<file path="config.mk">
export PLATFORM = sky130hd
export DESIGN_NAME = switch_control_flat
export DESIGN_NICKNAME = d
export VERILOG_FILES = /design/src/rtl/switch_control_pkg.sv /design/src/rtl/switch_control_if.sv /design/src/rtl/switch_control_rr_arbiter.sv /design/src/rtl/switch_control.sv /design/src/flat_wrapper.sv
export SDC_FILE = /design/constraint.sdc
export NUM_CORES = 1
export LEC_CHECK = 0
export CAP_MARGIN = 20
export CORE_MARGIN = 2
export CORE_UTILIZATION = 53
export DETAILED_ROUTE_END_ITERATION = 10
export MAX_ROUTING_LAYER = met4
export PLACE_DENSITY = 0.82
export SLEW_MARGIN = 30
export SYNTH_ARGS = -nofsm -noshare
export SYNTH_HDL_FRONTEND = slang
export SYNTH_SLANG_ARGS = --single-unit
</file>
<file path="constraint.sdc">
create_clock -name clock -period 5.6 [get_ports clock]
set_input_delay 1.4 -clock clock [delete_from_list [all_inputs] [get_ports clock]]
set_output_delay 1.4 -clock clock [all_outputs]
set_load 0.02 [all_outputs]
</file>
<file path="src/rtl/switch_control_pkg.sv">
// Shared definitions for the Phoenix router connection controller:
// flit geometry, port indices and FSM state encodings.
package switch_control_pkg;

    localparam int TAM_FLIT   = 16;
    localparam int METADEFLIT = 8;
    localparam int NPORT      = 5;
    localparam int PORT_IDX_W = 3;

    typedef logic [PORT_IDX_W-1:0] port_idx_t;

    localparam port_idx_t EAST  = 3'd0;
    localparam port_idx_t WEST  = 3'd1;
    localparam port_idx_t NORTH = 3'd2;
    localparam port_idx_t SOUTH = 3'd3;
    localparam port_idx_t LOCAL = 3'd4;

    localparam logic [2:0] S_IDLE  = 3'd0;
    localparam logic [2:0] S_ARB   = 3'd1;
    localparam logic [2:0] S_ROUTE = 3'd2;
    localparam logic [2:0] S_CHECK = 3'd3;
    localparam logic [2:0] S_GRANT = 3'd4;

    // Port index base+offset, wrapping modulo NPORT (4 -> 0).
    function automatic port_idx_t wrap_idx(port_idx_t base, int offset);
        return port_idx_t'((int'(base) + offset) % NPORT);
    endfunction

    function automatic logic [NPORT-1:0] port_onehot(port_idx_t p);
        return NPORT'(1) << p;
    endfunction

endpackage

</file>
<file path="src/rtl/switch_control_if.sv">
// Handshake and crossbar-control bundle between the input buffers,
// the crossbar and the connection controller.
interface switch_control_if;
    import switch_control_pkg::*;

    logic [NPORT-1:0]            h;
    logic [NPORT*TAM_FLIT-1:0]   header_in;
    logic [NPORT-1:0]            pkt_done;
    logic [NPORT-1:0]            ack_h;
    logic [NPORT*PORT_IDX_W-1:0] out_sel;
    logic [NPORT-1:0]            out_en;
    logic                        busy;

    modport master (
        output h, header_in, pkt_done,
        input  ack_h, out_sel, out_en, busy
    );

    modport slave (
        input  h, header_in, pkt_done,
        output ack_h, out_sel, out_en, busy
    );

endinterface

</file>
<file path="src/rtl/switch_control_rr_arbiter.sv">
// Combinational round-robin picker: first requester after ptr,
// searching ptr+1, ptr+2, ... modulo NPORT.
module switch_control_rr_arbiter
    import switch_control_pkg::*;
(
    input  logic [NPORT-1:0] req,
    input  port_idx_t        ptr,
    output port_idx_t        grant,
    output logic             valid
);

    always_comb begin
        // NOTE: defaults first, so every path through the loop assigns both outputs (no latch).
        grant = '0;
        valid = 1'b0;
        for (int k = 1; k <= NPORT; k++) begin
            if (!valid && req[wrap_idx(ptr, k)]) begin
                grant = wrap_idx(ptr, k);
                valid = 1'b1;
            end
        end
    end

endmodule

</file>
<file path="src/rtl/switch_control.sv">
// Per-router connection controller: round-robin header arbitration, XY routing,
// output-free check, crossbar grant, and per-input release on packet tail.
module switch_control
    import switch_control_pkg::*;
#(
    parameter logic [TAM_FLIT-1:0] address = 16'h0101
) (
    input  logic             clock,
    input  logic             reset,
    switch_control_if.slave  bus
);

    logic [2:0]                      state;
    port_idx_t                       sel;
    port_idx_t                       dir;
    port_idx_t                       rr_ptr;
    logic [TAM_FLIT-1:0]             hdr_q;
    logic [NPORT-1:0]                ack_q;
    logic [NPORT-1:0]                out_en_q;
    logic [NPORT-1:0][PORT_IDX_W-1:0] out_sel_q;
    port_idx_t                       owner [NPORT];
    logic [NPORT-1:0]                owner_valid;

    logic [NPORT-1:0][TAM_FLIT-1:0]  hdr_arr;
    port_idx_t                       arb_grant;
    logic                            arb_valid;
    port_idx_t                       route_dir;
    logic [METADEFLIT-1:0]           dx, dy, lx, ly;

    assign hdr_arr = bus.header_in;

    switch_control_rr_arbiter u_rr_arbiter (
        .req   (bus.h),
        .ptr   (rr_ptr),
        .grant (arb_grant),
        .valid (arb_valid)
    );

    assign dx = hdr_q[TAM_FLIT-1:METADEFLIT];
    assign dy = hdr_q[METADEFLIT-1:0];
    assign lx = address[TAM_FLIT-1:METADEFLIT];
    assign ly = address[METADEFLIT-1:0];

    // XY routing: resolve X first, then Y, else deliver locally.
    always_comb begin
        route_dir = LOCAL;
        if (dx > lx)
            route_dir = EAST;
        else if (dx < lx)
            route_dir = WEST;
        else if (dy < ly)
            route_dir = SOUTH;
        else if (dy > ly)
            route_dir = NORTH;
    end

    always_ff @(posedge clock) begin
        if (reset) begin
            state       <= S_IDLE;
            sel         <= '0;
            dir         <= '0;
            rr_ptr      <= LOCAL;
            hdr_q       <= '0;
            ack_q       <= '0;
            out_en_q    <= '0;
            out_sel_q   <= '0;
            owner_valid <= '0;
            // NOTE: the owner table steers out_en on release, so it is cleared with the rest of the state.
            for (int i = 0; i < NPORT; i++)
                owner[i] <= '0;
        end else begin
            ack_q <= '0;

            for (int i = 0; i < NPORT; i++) begin
                if (bus.pkt_done[i] && owner_valid[i]) begin
                    out_en_q[owner[i]] <= 1'b0;
                    owner_valid[i]     <= 1'b0;
                end
            end

            // NOTE: release is written above the grant; with non-blocking assignments the later grant write wins.
            case (state)
                S_IDLE: begin
                    if (|bus.h)
                        state <= S_ARB;
                end
                S_ARB: begin
                    if (arb_valid) begin
                        sel   <= arb_grant;
                        hdr_q <= hdr_arr[arb_grant];
                        state <= S_ROUTE;
                    end else begin
                        state <= S_IDLE;
                    end
                end
                S_ROUTE: begin
                    if (!bus.h[sel]) begin
                        state <= S_IDLE;
                    end else begin
                        dir   <= route_dir;
                        state <= S_CHECK;
                    end
                end
                S_CHECK: begin
                    if (!out_en_q[dir]) begin
                        ack_q <= port_onehot(sel);
                        state <= S_GRANT;
                    end else begin
                        state <= S_IDLE;
                    end
                end
                S_GRANT: begin
                    out_en_q[dir]    <= 1'b1;
                    out_sel_q[dir]   <= sel;
                    owner[sel]       <= dir;
                    owner_valid[sel] <= 1'b1;
                    rr_ptr           <= sel;
                    state            <= S_IDLE;
                end
                default: state <= S_IDLE;
            endcase
        end
    end

    assign bus.ack_h   = ack_q;
    assign bus.out_en  = out_en_q;
    assign bus.out_sel = out_sel_q;
    assign bus.busy    = (state != S_IDLE);

endmodule

</file>
<file path="src/flat_wrapper.sv">
// flat-port wrapper written by rule: the top's interface ports become plain ports
module switch_control_flat import switch_control_pkg::*;
#(
    parameter logic [TAM_FLIT-1:0] address = 16'h0101
)
  (clock, reset, bus_h, bus_header_in, bus_pkt_done, bus_ack_h, bus_out_sel, bus_out_en, bus_busy);
  switch_control_if bus_i ();
  input  logic clock;
  input  logic reset;
  input wire logic [$bits(bus_i.h)-1:0] bus_h;
  input wire logic [$bits(bus_i.header_in)-1:0] bus_header_in;
  input wire logic [$bits(bus_i.pkt_done)-1:0] bus_pkt_done;
  output wire logic [$bits(bus_i.ack_h)-1:0] bus_ack_h;
  output wire logic [$bits(bus_i.out_sel)-1:0] bus_out_sel;
  output wire logic [$bits(bus_i.out_en)-1:0] bus_out_en;
  output wire logic [$bits(bus_i.busy)-1:0] bus_busy;
  assign bus_i.h = bus_h;
  assign bus_i.header_in = bus_header_in;
  assign bus_i.pkt_done = bus_pkt_done;
  assign bus_ack_h = bus_i.ack_h;
  assign bus_out_sel = bus_i.out_sel;
  assign bus_out_en = bus_i.out_en;
  assign bus_busy = bus_i.busy;
  switch_control #(.address(address)) u_core (.clock(clock), .reset(reset), .bus(bus_i));
endmodule
</file>
==> flow_summary.yaml <==
global_routing:
  grt_util_all_layers_pct: 31.2
  gr-total-overflow: 0
  first_global_vias: 5948
  grt_pass1_wl_mm: 28.8
  grt_max_degree: 46
  antenna_found_initial: 0
yosys:
  ys_top_cells_by_area: "dfxtp_1 20%, edfxtp_1 7.6%, mux2i_1 6.4%"
  syn_area_um2: 5920
  synth_top_area_share_pct: 19.6
  synth_edf_count: 15
  async_reset_ff_share_pct: 0
  synth_nets: 859
  synth-main-ff-cell: "dfxtp_1"
  avgSynthCellArea_um2: 7.95
  ys_seq_area_share_pct: 27.2
  yosys_warnings: 0
  ys_types: 88
  synth.largest_area_cell: "dfxtp_1"
  postSynthCellCount: 745
  ys_ff_latch: 73
sta:
  finClkSkew_ns: 0.0104
  hold_violations: 0
  whs_ns: 0.465
  drv_slew: 0
  setup_viol: 0
  worstMarginPinSlew_ns: 0.730
  fmax_mhz: 189
  fin_setup_tns_ns: 0
  grt_setup_unrepaired: "no"
  max-slew-margin-rel_pct: 50.9
  timing.final.crit_period_ns: 5.29
  min_period_over_period_pct: 94.4
cts:
  tritoncts: "built"
  ctsHoldBuffers: 0
  cts_root_buf: "clkbuf_8"
  clkLatencyLatePin_ns: 0.34
  clockBufferDepth: 2
  clkTransAtPathRegs_ns: 0.09
  ctsHtreeMaxLevel: 3
  cts.sinks: 73
  cts_buffers: 9
setup_path:
  r2r_cells: 20
  endpoint_kind: "flop"
  worstSetupPathType: "reg2reg"
  arrival_ns: 5.54
  start_kind: "flop"
  cp.required_ns: 5.85
  crit_fanout: 31
die:
  rows: 38
  die-area_um2: 12000
  floorplan.initialDensity_pct: 54.4
  io_pins: 118
  die-width_um: 110
  core_area_um2: 10900
  die_height_um: 110
pwr:
  seqPwrFrac_pct: 43.4
  p_switching_uw: 441
  finalPower_mw: 1.35
  clkPwrFrac_pct: 28.5
  combPwrFrac_pct: 28.1
  p_leak_nw: 2.80
  p_int_uw: 913
  netSwitchingFraction_pct: 32.6
  irDropWorstVdd_v: 0.000135
  p_per_area_nw_per_um2: 183
cells_and_area:
  nNetsFinal: 955
  final_common_cell: "clkdlybuf4s50_1"
  drive_above_1_share_pct: 9.34
  final_cell_mix: "117 x clkdlybuf4s50_1, 68 x a21oi_1, 58 x dfxtp_1"
  instances_no_fill: 986
  fin_util_pct: 67.9
  syn_to_final_growth_pct: 24.8
  diodes: 0
drt:
  drt_iter0_markers: 524
  vias: 6134
  viasPerCell: 6.22
  wl_per_cell_um: 18.2
  routed_wl_mm: 17.9
  drc: 0
  dr.pass1.iters: 7
  ant_nets: 0
min_path:
  min_path_cells: 2
  hold_path.class: "reg2reg"
run:
  cap_viol_max_count: 0
placed_design:
  dp_hpwl_mm: 13.3
  place_congestion: 0.927
  dp.cells: 969
  port_buffers: 117
status:
  status: "finished clean"
## metal layers
| layer | vias up | wire (um) | GRT usage, % |
|---|---|---|---|
| li1 | 2945 | - | - |
| met1 | 2873 | 7910 | 42.7 |
| met2 | 304 | 8450 | 48.5 |
| met3 | 12 | 1460 | 5.69 |
| met4 | 0 | 104 | 6.06 |
| met5 | - | 0 | - |
## critical path, cell delays in order, from the launching register on
cell      delay [ns]
dfxtp_1         0.44
ha_1            0.35
xnor2_1         0.19
inv_1           0.14
ha_1            0.26
o31ai_1         0.31
o31ai_1         0.21
xnor2_1         0.32
ha_1            0.29
nor2b_1         0.27
nor3_1          0.13
or3_1           0.37
a221o_1         0.30
a21oi_1         0.29
nor2_1          0.13
nand4_2         0.16
nand2b_1        0.13
buf_4           0.31
nand2_1         0.10
mux2_2          0.30
o41ai_2         0.19
## cells by family (layout without fill, tap and decap cells)
logic type	after synthesis	count (layout)	synth area share (%)
compound gates	234	234	27.0
xor+xnor	9	9	1.58
fa+ha+maj	22	22	4.65
buf+inv	87	188	6.36
flops	73	73	27.2
mux	48	48	9.09
simple gates	272	272	24.1
## metrics by stage
| step | setup WS, ns | area [um^2] |
|---|---|---|
| 2_1_floorplan | 0.810 | 5920 |
| 3_3_place_gp | 0.485 | 7190 |
| 3_5_place_dp | 0.346 | 7190 |
| 4_1_cts | 0.329 | 7370 |
| 5_1_grt | 0.00934 | 7390 |
| 6_report | 0.312 | 7390 |
## synthesized netlist by cell type (all sizes together) (3+ instances only)
cell type and n:
a21oi 69, dfxtp 58, o21ai 56, nor2 55
nand2 49, nand3 46, mux2i 38, inv 33
clkbuf 32, nor3 26, ha 22, buf 21
a21o 19, nand2b 19, and2 15, edfxtp 15
nand4 11, o31a 9, a31oi 8, nor4 8
xnor2 8, a211oi 7, nor2b 7, o211ai 7
or2 7, mux2 6, nand3b 6, nor4b 6
o311a 6, o21a 5, o31ai 5, a22oi 4
a31o 4, mux4 4, a2111oi 3, a21boi 3
and3 3, nor3b 3, o211a 3, or3 3
## timing repair
item                                    4_1_cts  5_1_grt
buffers inserted                              0        1
gates resized for setup                       0        2
endpoints found under the setup margin        0       15
## power groups by stage
stage	combinational (mW)	clock, mW	sequential [mW]
final	0.381	0.387	0.587
after global routing	0.415	0.415	0.591
after CTS	0.377	0.394	0.586
after detailed placement	0.374	0	0.598
after global placement	0.366	0	0.598
after floorplan	0.244	0	0.588
## area by class of cell
type,count,area [um^2]
clock buffer,9,124
clock inverter,7,61.3
fill,900,3500
inverter,34,128
multi-input combinational,585,3950
sequential,73,1610
tap,140,175
timing repair buffer,138,1340
## final timing paths
path,startpoint,endpoint,slack (ns)
setup / recovery,u_core.rr_ptr[1],u_core.hdr_q[15],0.31
hold / removal,u_core.bus.out_sel[2],u_core.bus.out_sel[2],0.47
setup reg to reg,u_core.rr_ptr[1],u_core.hdr_q[15],0.31
hold reg to reg,u_core.bus.out_sel[2],u_core.bus.out_sel[2],0.47
## state kept, by name, indices dropped and copies added (netlist names)
| signal | count |
|---|---|
| u_core.sel | 3 |
| u_core.bus.ack_h | 5 |
| u_core.dir | 3 |
| u_core.bus.out_en | 5 |
| u_core.state | 3 |
| u_core.bus.out_sel | 15 |
| u_core.owner_valid | 5 |
| u_core.rr_ptr | 3 |
| u_core.owner | 15 |
| u_core.hdr_q | 16 |
Note: power is estimated with default switching activity, not from simulation.
